$ cat config.mk
export PLATFORM = sky130hd
export DESIGN_NAME = multiplexed_display_driver_flat
export DESIGN_NICKNAME = d
export VERILOG_FILES = /design/src/rtl/multiplexed_display_driver_if.sv /design/src/rtl/multiplexed_display_driver.sv /design/src/flat_wrapper.sv
export SDC_FILE = /design/constraint.sdc
export NUM_CORES = 1
export LEC_CHECK = 0
export ABC_AREA = 1
export CAP_MARGIN = 0
export CORE_MARGIN = 3
export CORE_UTILIZATION = 33
export CTS_CLUSTER_DIAMETER = 100
export DETAILED_ROUTE_END_ITERATION = 12
export GPL_TIMING_DRIVEN = 1
export PLACE_DENSITY_LB_ADDON = 0.12
export SYNTH_ARGS = -nofsm -noshare
export SYNTH_HDL_FRONTEND = slang
export SYNTH_SLANG_ARGS = --single-unit
$ cat constraint.sdc
create_clock -name clock -period 2.45 [get_ports clock]
set_input_delay 0.3675 -clock clock [delete_from_list [all_inputs] [get_ports clock]]
set_output_delay 0.3675 -clock clock [all_outputs]
set_load 0.005 [all_outputs]
$ cat src/rtl/multiplexed_display_driver_if.sv
// Pin-side bundle of the multiplexed 7-segment scanner: frame data and controls in,
// registered segment/digit drive and the frame pulse out.
interface multiplexed_display_driver_if #(
   parameter int NUM_DIGITS      = 4,
   parameter int BRIGHTNESS_BITS = 2
);
   logic [4*NUM_DIGITS-1:0]    data;
   logic [NUM_DIGITS-1:0]      dp;
   logic                       blankLeadingZeros;
   logic                       enable;
   logic [BRIGHTNESS_BITS-1:0] brightness;
   logic [7:0]                 segment;
   logic [NUM_DIGITS-1:0]      digit;
   logic                       frameStart;

   modport master (
      output data, dp, blankLeadingZeros, enable, brightness,
      input  segment, digit, frameStart
   );

   modport slave (
      input  data, dp, blankLeadingZeros, enable, brightness,
      output segment, digit, frameStart
   );
endinterface

$ cat src/rtl/multiplexed_display_driver.sv
// Time-multiplexed hex 7-segment scanner with frame-synchronous data latch,
// leading-zero blanking, PWM brightness and a one-cycle dead time per digit slot.
module multiplexed_display_driver #(
   parameter int NUM_DIGITS         = 4,
   parameter int PRESCALE_BITS      = 17,
   parameter int BRIGHTNESS_BITS    = 2,
   parameter bit SEGMENT_ACTIVE_LOW = 1'b1,
   parameter bit DIGIT_ACTIVE_LOW   = 1'b1
) (
   input logic clock,
   input logic reset,
   multiplexed_display_driver_if.slave bus
);
   localparam int IDX_BITS = (NUM_DIGITS > 1) ? $clog2(NUM_DIGITS) : 1;
   localparam logic [7:0]            SEG_OFF = {8{SEGMENT_ACTIVE_LOW}};
   localparam logic [NUM_DIGITS-1:0] DIG_OFF = {NUM_DIGITS{DIGIT_ACTIVE_LOW}};

   logic [PRESCALE_BITS-1:0] slotCount;
   logic [IDX_BITS-1:0]      digitIndex;
   logic [4*NUM_DIGITS-1:0]  shadowData;
   logic [NUM_DIGITS-1:0]    shadowDp;
   logic                     shadowBlank;
   logic [7:0]               segmentReg;
   logic [NUM_DIGITS-1:0]    digitReg;
   logic                     frameStartReg;

   logic                  latchNow, lastSlot, lit;
   logic [NUM_DIGITS-1:0] blankMask, oneHot;
   logic [3:0]            curNibble;
   logic                  curDp, curBlank;
   logic [7:0]            segNext;

   function automatic logic [6:0] decode(input logic [3:0] n);
      case (n)
         4'h0: decode = 7'h3F;
         4'h1: decode = 7'h06;
         4'h2: decode = 7'h5B;
         4'h3: decode = 7'h4F;
         4'h4: decode = 7'h66;
         4'h5: decode = 7'h6D;
         4'h6: decode = 7'h7D;
         4'h7: decode = 7'h07;
         4'h8: decode = 7'h7F;
         4'h9: decode = 7'h6F;
         4'hA: decode = 7'h77;
         4'hB: decode = 7'h7C;
         4'hC: decode = 7'h39;
         4'hD: decode = 7'h5E;
         4'hE: decode = 7'h79;
         default: decode = 7'h71;
      endcase
   endfunction

   assign latchNow = (digitIndex == '0) && (slotCount == '0);
   assign lastSlot = (slotCount == '1);

   // Digit i is blanked when it and every higher nibble are zero; digit 0 always shows.
   always_comb begin
      logic allZero;
      allZero   = 1'b1;
      blankMask = '0;
      for (int i = NUM_DIGITS - 1; i >= 0; i--) begin
         allZero = allZero && (shadowData[4*i +: 4] == 4'd0);
         blankMask[i] = shadowBlank && (i != 0) && allZero;
      end
   end

   always_comb begin
      curNibble = '0;
      curDp     = 1'b0;
      curBlank  = 1'b0;
      oneHot    = '0;
      for (int i = 0; i < NUM_DIGITS; i++) begin
         if (digitIndex == IDX_BITS'(i)) begin
            curNibble = shadowData[4*i +: 4];
            curDp     = shadowDp[i];
            curBlank  = blankMask[i];
            oneHot[i] = 1'b1;
         end
      end
   end

   // Slot 0 of each digit is the dead cycle; the top slot bits form the PWM ramp.
   assign lit = bus.enable && (slotCount != '0) &&
                (slotCount[PRESCALE_BITS-1 -: BRIGHTNESS_BITS] <= bus.brightness);
   assign segNext = {curDp, curBlank ? 7'h00 : decode(curNibble)};

   always_ff @(posedge clock) begin
      if (reset) begin
         slotCount     <= '0;
         digitIndex    <= '0;
         shadowData    <= '0;
         shadowDp      <= '0;
         shadowBlank   <= 1'b0;
         frameStartReg <= 1'b0;
         segmentReg    <= SEG_OFF;
         digitReg      <= DIG_OFF;
      end else begin
         slotCount <= slotCount + 1'b1;
         if (lastSlot)
            digitIndex <= (digitIndex == IDX_BITS'(NUM_DIGITS - 1)) ? '0 : digitIndex + 1'b1;
         if (latchNow) begin
            shadowData  <= bus.data;
            shadowDp    <= bus.dp;
            shadowBlank <= bus.blankLeadingZeros;
         end
         frameStartReg <= latchNow;
         segmentReg    <= segNext ^ SEG_OFF;
         digitReg      <= (lit ? oneHot : '0) ^ DIG_OFF;
      end
   end

   assign bus.segment    = segmentReg;
   assign bus.digit      = digitReg;
   assign bus.frameStart = frameStartReg;
endmodule

$ cat src/flat_wrapper.sv
// flat-port wrapper written by rule: the top's interface ports become plain ports
module multiplexed_display_driver_flat 
#(
   parameter int NUM_DIGITS         = 4,
   parameter int PRESCALE_BITS      = 17,
   parameter int BRIGHTNESS_BITS    = 2,
   parameter bit SEGMENT_ACTIVE_LOW = 1'b1,
   parameter bit DIGIT_ACTIVE_LOW   = 1'b1
)
  (clock, reset, bus_data, bus_dp, bus_blankLeadingZeros, bus_enable, bus_brightness, bus_segment, bus_digit, bus_frameStart);
  multiplexed_display_driver_if #(.NUM_DIGITS(NUM_DIGITS), .BRIGHTNESS_BITS(BRIGHTNESS_BITS)) bus_i ();
  input logic clock;
  input logic reset;
  input wire logic [$bits(bus_i.data)-1:0] bus_data;
  input wire logic [$bits(bus_i.dp)-1:0] bus_dp;
  input wire logic [$bits(bus_i.blankLeadingZeros)-1:0] bus_blankLeadingZeros;
  input wire logic [$bits(bus_i.enable)-1:0] bus_enable;
  input wire logic [$bits(bus_i.brightness)-1:0] bus_brightness;
  output wire logic [$bits(bus_i.segment)-1:0] bus_segment;
  output wire logic [$bits(bus_i.digit)-1:0] bus_digit;
  output wire logic [$bits(bus_i.frameStart)-1:0] bus_frameStart;
  assign bus_i.data = bus_data;
  assign bus_i.dp = bus_dp;
  assign bus_i.blankLeadingZeros = bus_blankLeadingZeros;
  assign bus_i.enable = bus_enable;
  assign bus_i.brightness = bus_brightness;
  assign bus_segment = bus_i.segment;
  assign bus_digit = bus_i.digit;
  assign bus_frameStart = bus_i.frameStart;
  multiplexed_display_driver #(.NUM_DIGITS(NUM_DIGITS), .PRESCALE_BITS(PRESCALE_BITS), .BRIGHTNESS_BITS(BRIGHTNESS_BITS), .SEGMENT_ACTIVE_LOW(SEGMENT_ACTIVE_LOW), .DIGIT_ACTIVE_LOW(DIGIT_ACTIVE_LOW)) u_core (.clock(clock), .reset(reset), .bus(bus_i));
endmodule
; Word-level counts from Yosys, hierarchy flattened
; Memories as Yosys holds them, arrays and structs flattened.
; Index checks and enable logic that the tools add are counted.
[classes]
addsub = 2
n_lt_le_gt_ge = 1
n_eq_ne = 4
n_mux = 18
bitwise = 2
reduce_logical = 14
[op_table]
columns = operator, n
row1 = $mux W4, 5
row2 = $add A17 B1 Y17 const B, 1
row3 = $eq A17 B17 Y1 const B, 1
row4 = $logic_not A17 Y1, 1
row5 = $reduce_bool A17 Y1, 1
row6 = $logic_not A4 Y1, 3
row7 = $mux W1, 11
row8 = $logic_and A1 B1 Y1, 8
row9 = $not A8 Y8, 1
row10 = $mux W7, 1
row11 = $eq A2 B2 Y1 const B, 2
row12 = $not A4 Y4, 1
row13 = $add A2 B1 Y2 const B, 1
row14 = $eq A2 B1 Y1 const B, 1
row15 = $le A2 B2 Y1, 1
row16 = $logic_not A2 Y1, 1
row17 = $mux W2, 1
[word_totals]
register_bits = 53
mem_bits_ro = 112
in_bits = 26
output_inout_bits = 13
wordCells = 50
memories = 1
[memory_table]
columns = name, words, word_bits, rd, rd_ports_with_merged_regs, write_ports, line_no
row1 = (no name shown), 16, 7, 1, 0, 0, multiplexed_display_driver.sv:34  ; case (n)

; Longest topological paths before layout
[depth]
word_depth = 9
depth_mapped = 14
ltp_nobuf = 13

; Least setup slack after synthesis
; OpenSTA, ideal clock, no wires.
[synth_timing]
path_kind = register -> register
start = register u_core.digitIndex[0]
end = register u_core.segmentReg[1], in the netlist u_core.bus.segment[1]
setup_ps = 122
arrival_time_ps = 1740
required_ps = 2328
slack_ps = 588
path_stages_with_launch = 12
path_buffers = 0
period_less_slack_ps = 1862
cell_sequence = dfxtp_1 inv_1 ha_1 inv_1 nand3_1 a21oi_2 inv_1 ha_1 nand3_1 nand2_1 nand3_1 nand2_1
[synth_between]
elab_chain_cells = 8
elab_cells_between_ends = 14
classes_between = eq/ne (3) / mux (8) / bitwise (1) / reduce/logical (1) / memory (1)
[synth_rtl]
columns = element, line_no
row1 = start: declaration, multiplexed_display_driver.sv:19  ; logic [IDX_BITS-1:0] digitIndex;
row2 = start signal: assignment, multiplexed_display_driver.sv:101  ; digitIndex <= (digitIndex == IDX_BITS'(NUM_DIGITS - 1)) ? '0 : digitIndex + 1'b1;
row3 = $logic_not A2 Y1, multiplexed_display_driver.sv:74  ; if (digitIndex == IDX_BITS'(i)) begin
row4 = $mux W4 (4 in series), multiplexed_display_driver.sv:74
row5 = $mem_v2 Z16 W7, n/a
row6 = $mux W7 *, multiplexed_display_driver.sv:86  ; assign segNext = {curDp, curBlank ? 7'h00 : decode(curNibble)};
row7 = $not A8 Y8 (no source line) *, n/a
row8 = end signal: assignment, multiplexed_display_driver.sv:108  ; segmentReg <= segNext ^ SEG_OFF;
row9 = end: declaration, multiplexed_display_driver.sv:23  ; logic [7:0] segmentReg;
; Mark *: on every way between the ends. The rest lies on a longest branch, timed or not.
; A chain may end at the register's enable or synchronous reset.

; Worst setup path in the final report
; Same ends and word-level chain as after synthesis.

==> results.yml <==
clock_tree:
  cts_resized: 0
  post_cts_buffers: 0
  clk_pin_slew_worst_paths_ns: 0.10
  cts_max_level: 2
  clock-root-buffer: "clkbuf_8"
  ctsHoldBuffers: 0
  cts.sinks: 53
  numCtsBuffers: 5
  cts_tree: "yes"
  clkLatencyLatePin_ns: 0.31
  cts_buffer_depth: 2
power_and_ir_drop:
  ir_worst_vdd_uv: 278
  p_switching_w: 0.000553
  swShare: 0.297
  power_frac_comb: 0.212
  seqPwrFrac: 0.519
  power_density_nw_per_um2: 576
  total_power_w: 0.00187
  p_int_w: 0.00131
  power_leakage_nw: 1.49
  power_frac_clock: 0.268
synth:
  synth_edf_count: 0
  yosysWarnings: 0
  synth.net_count: 435
  synth_top_area_share: 0.397
  synth_largest_area_cell: "dfxtp_1"
  ys_seq_elements: 53
  syn_area_um2: 2670
  synth.yosys.seq_area_share: 0.397
  yosysUniqueCellTypes: 26
  synth-main-ff-cell: "dfxtp_1"
  yosysMostFrequentCell: "nand2_1"
  synth-async-reset-ratio: 0
  netlist_top_cells_count: "nand2_1 (97), nor2_1 (74), dfxtp_1 (53)"
  avgSynthCellArea_um2: 6.78
  synth_area_leaders: "dfxtp_1 (40%), nand2_1 (14%), nor2_1 (10%)"
  syn-instance-count: 394
timing:
  worstMarginPinSlew_ns: 0.470
  period_needed_ns: 2.16
  rsz0062_at_grt: "false"
  maxSlewHeadroom: 0.687
  skew_ns: 0.0119
  hold_violations: 0
  finalSetupTns_ns: 0
  setup_violations: 0
  drv_slew: 0
  clock.fmax_mhz: 464
  finalCritPeriodShare: 0.880
setup_path:
  critPathCaptureType: "register"
  rr_endpoint: "u_core.bus.segment[1]$_SDFF_PP1_"
  start_kind: "register"
  cp_max_fo: 7
  path_class: "reg -> reg"
  cpPeakStageDelay_ns: 0.42
  required_ns: 2.64
  r2r.worst_path.cells: 11
  worstPathCellList: "inv_1 > ha_1 > inv_1 > nand3_1 > a21oi_2 > inv_1 > ha_1 > nand3_1 > nand2_1 > nand3_1 > nand2_1"
  critPathSlowestCell: "dfxtp_1"
  worst-r2r-setup-slack_ns: 0.29
  crit_family: "adder cells"
  path_buf_inv: 3
  r2r_start: "u_core.digitIndex[0]$_SDFFE_PP0N_"
  worstPathArrival_ns: 2.35
detailed_routing:
  drt_first_iter_violations: 124
  wl_um: 5830
  drc: 0
  vias: 2366
  dr.pass1.iters: 5
  via_per_inst: 4.42
  ant_nets: 0
  routedWlPerCell_um: 10.9
place:
  io_buffers: 38
  gp_congestion: 0.804
  dp_hpwl_um: 4400
  dpl_cell_area_um2: 3150
run:
  drv_cap: 0
final_layout:
  n_fill_cell: 846
  final_util: 0.415
  multi_input_area_um2: 1330
  nets: 473
  register_area_um2: 1060
  post-route-cell-area_um2: 3240
  drive_gt1_frac: 0.0739
  area_growth_pct: 21.2
  n_antenna_cell: 0
worst_hold_path:
  hold_end: "u_core.slotCount[0]$_SDFF_PP0_"
  worstHoldStart: "u_core.slotCount[0]$_SDFF_PP0_"
  min_path_type: "reg -> reg"
  hold_depth: 1
die:
  die_area_um2: 9210
  rows: 32
  start_util: 0.342
  coreArea_um2: 7810
  io_pins: 39
  die_h_um: 96.0
  dieWidth_um: 96.0
grt:
  grt_pass1_wl_um: 9900
  grt_max_degree: 44
  grt_pass1_vias: 2169
  overflow: 0
  grtUsageTotal: 0.136
  antenna_found_initial: 0
status:
  status: "completed"
==> metal layers <==
metal / GRT usage / wire length, µm
met1: 0.187 / 2950
met2: 0.212 / 2500
met3: 0.0258 / 305
met4: 0.0486 / 75
met5: 0 / 0
==> area by class of cell <==
type,instances,share of cell area
Multi-Input combinational cell,272,0.411
Sequential cell,53,0.328
Timing Repair Buffer,42,0.127
Inverter,58,0.0672
Tap cell,102,0.0394
Clock buffer,5,0.0212
Clock inverter,3,0.00695
==> flip-flops by register name (all words and copies together), names as in the netlist <==
register,flops
u_core.shadowDp,4
u_core.bus.segment,8
u_core.shadowBlank,1
u_core.shadowData,16
u_core.slotCount,17
u_core.bus.frameStart,1
u_core.digitIndex,2
u_core.bus.digit,4
==> cells in the final DEF, fill, tap and decap left out, types with 3 or more instances in the layout <==
cell / n
o21ai_0: 10
dfxtp_1: 53
clkdlybuf4s50_1: 38
nand2_1: 97
ha_1: 15
clkbuf_8: 5
nor2_1: 74
inv_1: 48
a21oi_1: 19
nand4_1: 3
nand3_1: 34
inv_2: 10
buf_4: 4
nor3_1: 5
==> worst register-to-register path, stage by stage, from the launching register on <==
cell and delay (ns):
dfxtp_1 0.42, inv_1 0.09, ha_1 0.29, inv_1 0.18, nand3_1 0.11, a21oi_2 0.22
inv_1 0.14, ha_1 0.30, nand3_1 0.10, nand2_1 0.06, nand3_1 0.07, nand2_1 0.05
==> through the flow <==
| stage | hold WS (ns) | setup slack [ns] | instances |
|---|---|---|---|
| global placement | 0.432 | 0.425 | 527 |
| CTS | 0.463 | 0.298 | 535 |
| global route | 0.486 | 0.116 | 535 |
| detailed placement | 0.444 | 0.327 | 527 |
| finish | 0.460 | 0.295 | 535 |
| floorplan | 0.417 | 0.588 | 394 |
==> cells by family (layout without fill, tap and decap cells) <==
family	after synthesis	after routing	share of synthesized area
compound gates	32	32	0.0637
xor+xnor	1	1	0.00328
fa+ha+maj	15	15	0.0702
buf+inv	69	108	0.105
flops	53	53	0.397
simple gates	224	224	0.361
==> worst max-delay path by stage <==
stage,startpoint,to,cells after the start
after floorplan,u_core.digitIndex[0]$_SDFFE_PP0N_,u_core.bus.segment[1]$_SDFF_PP1_,11
after global placement,u_core.digitIndex[0]$_SDFFE_PP0N_,u_core.bus.segment[1]$_SDFF_PP1_,11
after detailed placement,u_core.digitIndex[0]$_SDFFE_PP0N_,u_core.bus.segment[1]$_SDFF_PP1_,11
after CTS,u_core.digitIndex[0]$_SDFFE_PP0N_,u_core.bus.segment[1]$_SDFF_PP1_,11
after global routing,u_core.digitIndex[0]$_SDFFE_PP0N_,u_core.bus.segment[1]$_SDFF_PP1_,11
final,u_core.digitIndex[0]$_SDFFE_PP0N_,u_core.bus.segment[1]$_SDFF_PP1_,11
==> power by group through the flow <==
stage                     Clock (W)  Sequential, W  Combinational [W]
final                      0.000500       0.000969           0.000396
after global routing       0.000551       0.000977           0.000462
after CTS                  0.000521       0.000969           0.000402
after detailed placement          0       0.000988           0.000400
after global placement            0       0.000990           0.000397
after floorplan                   0       0.000981           0.000264
No activity file was read; power rests on OpenSTA's default activity.
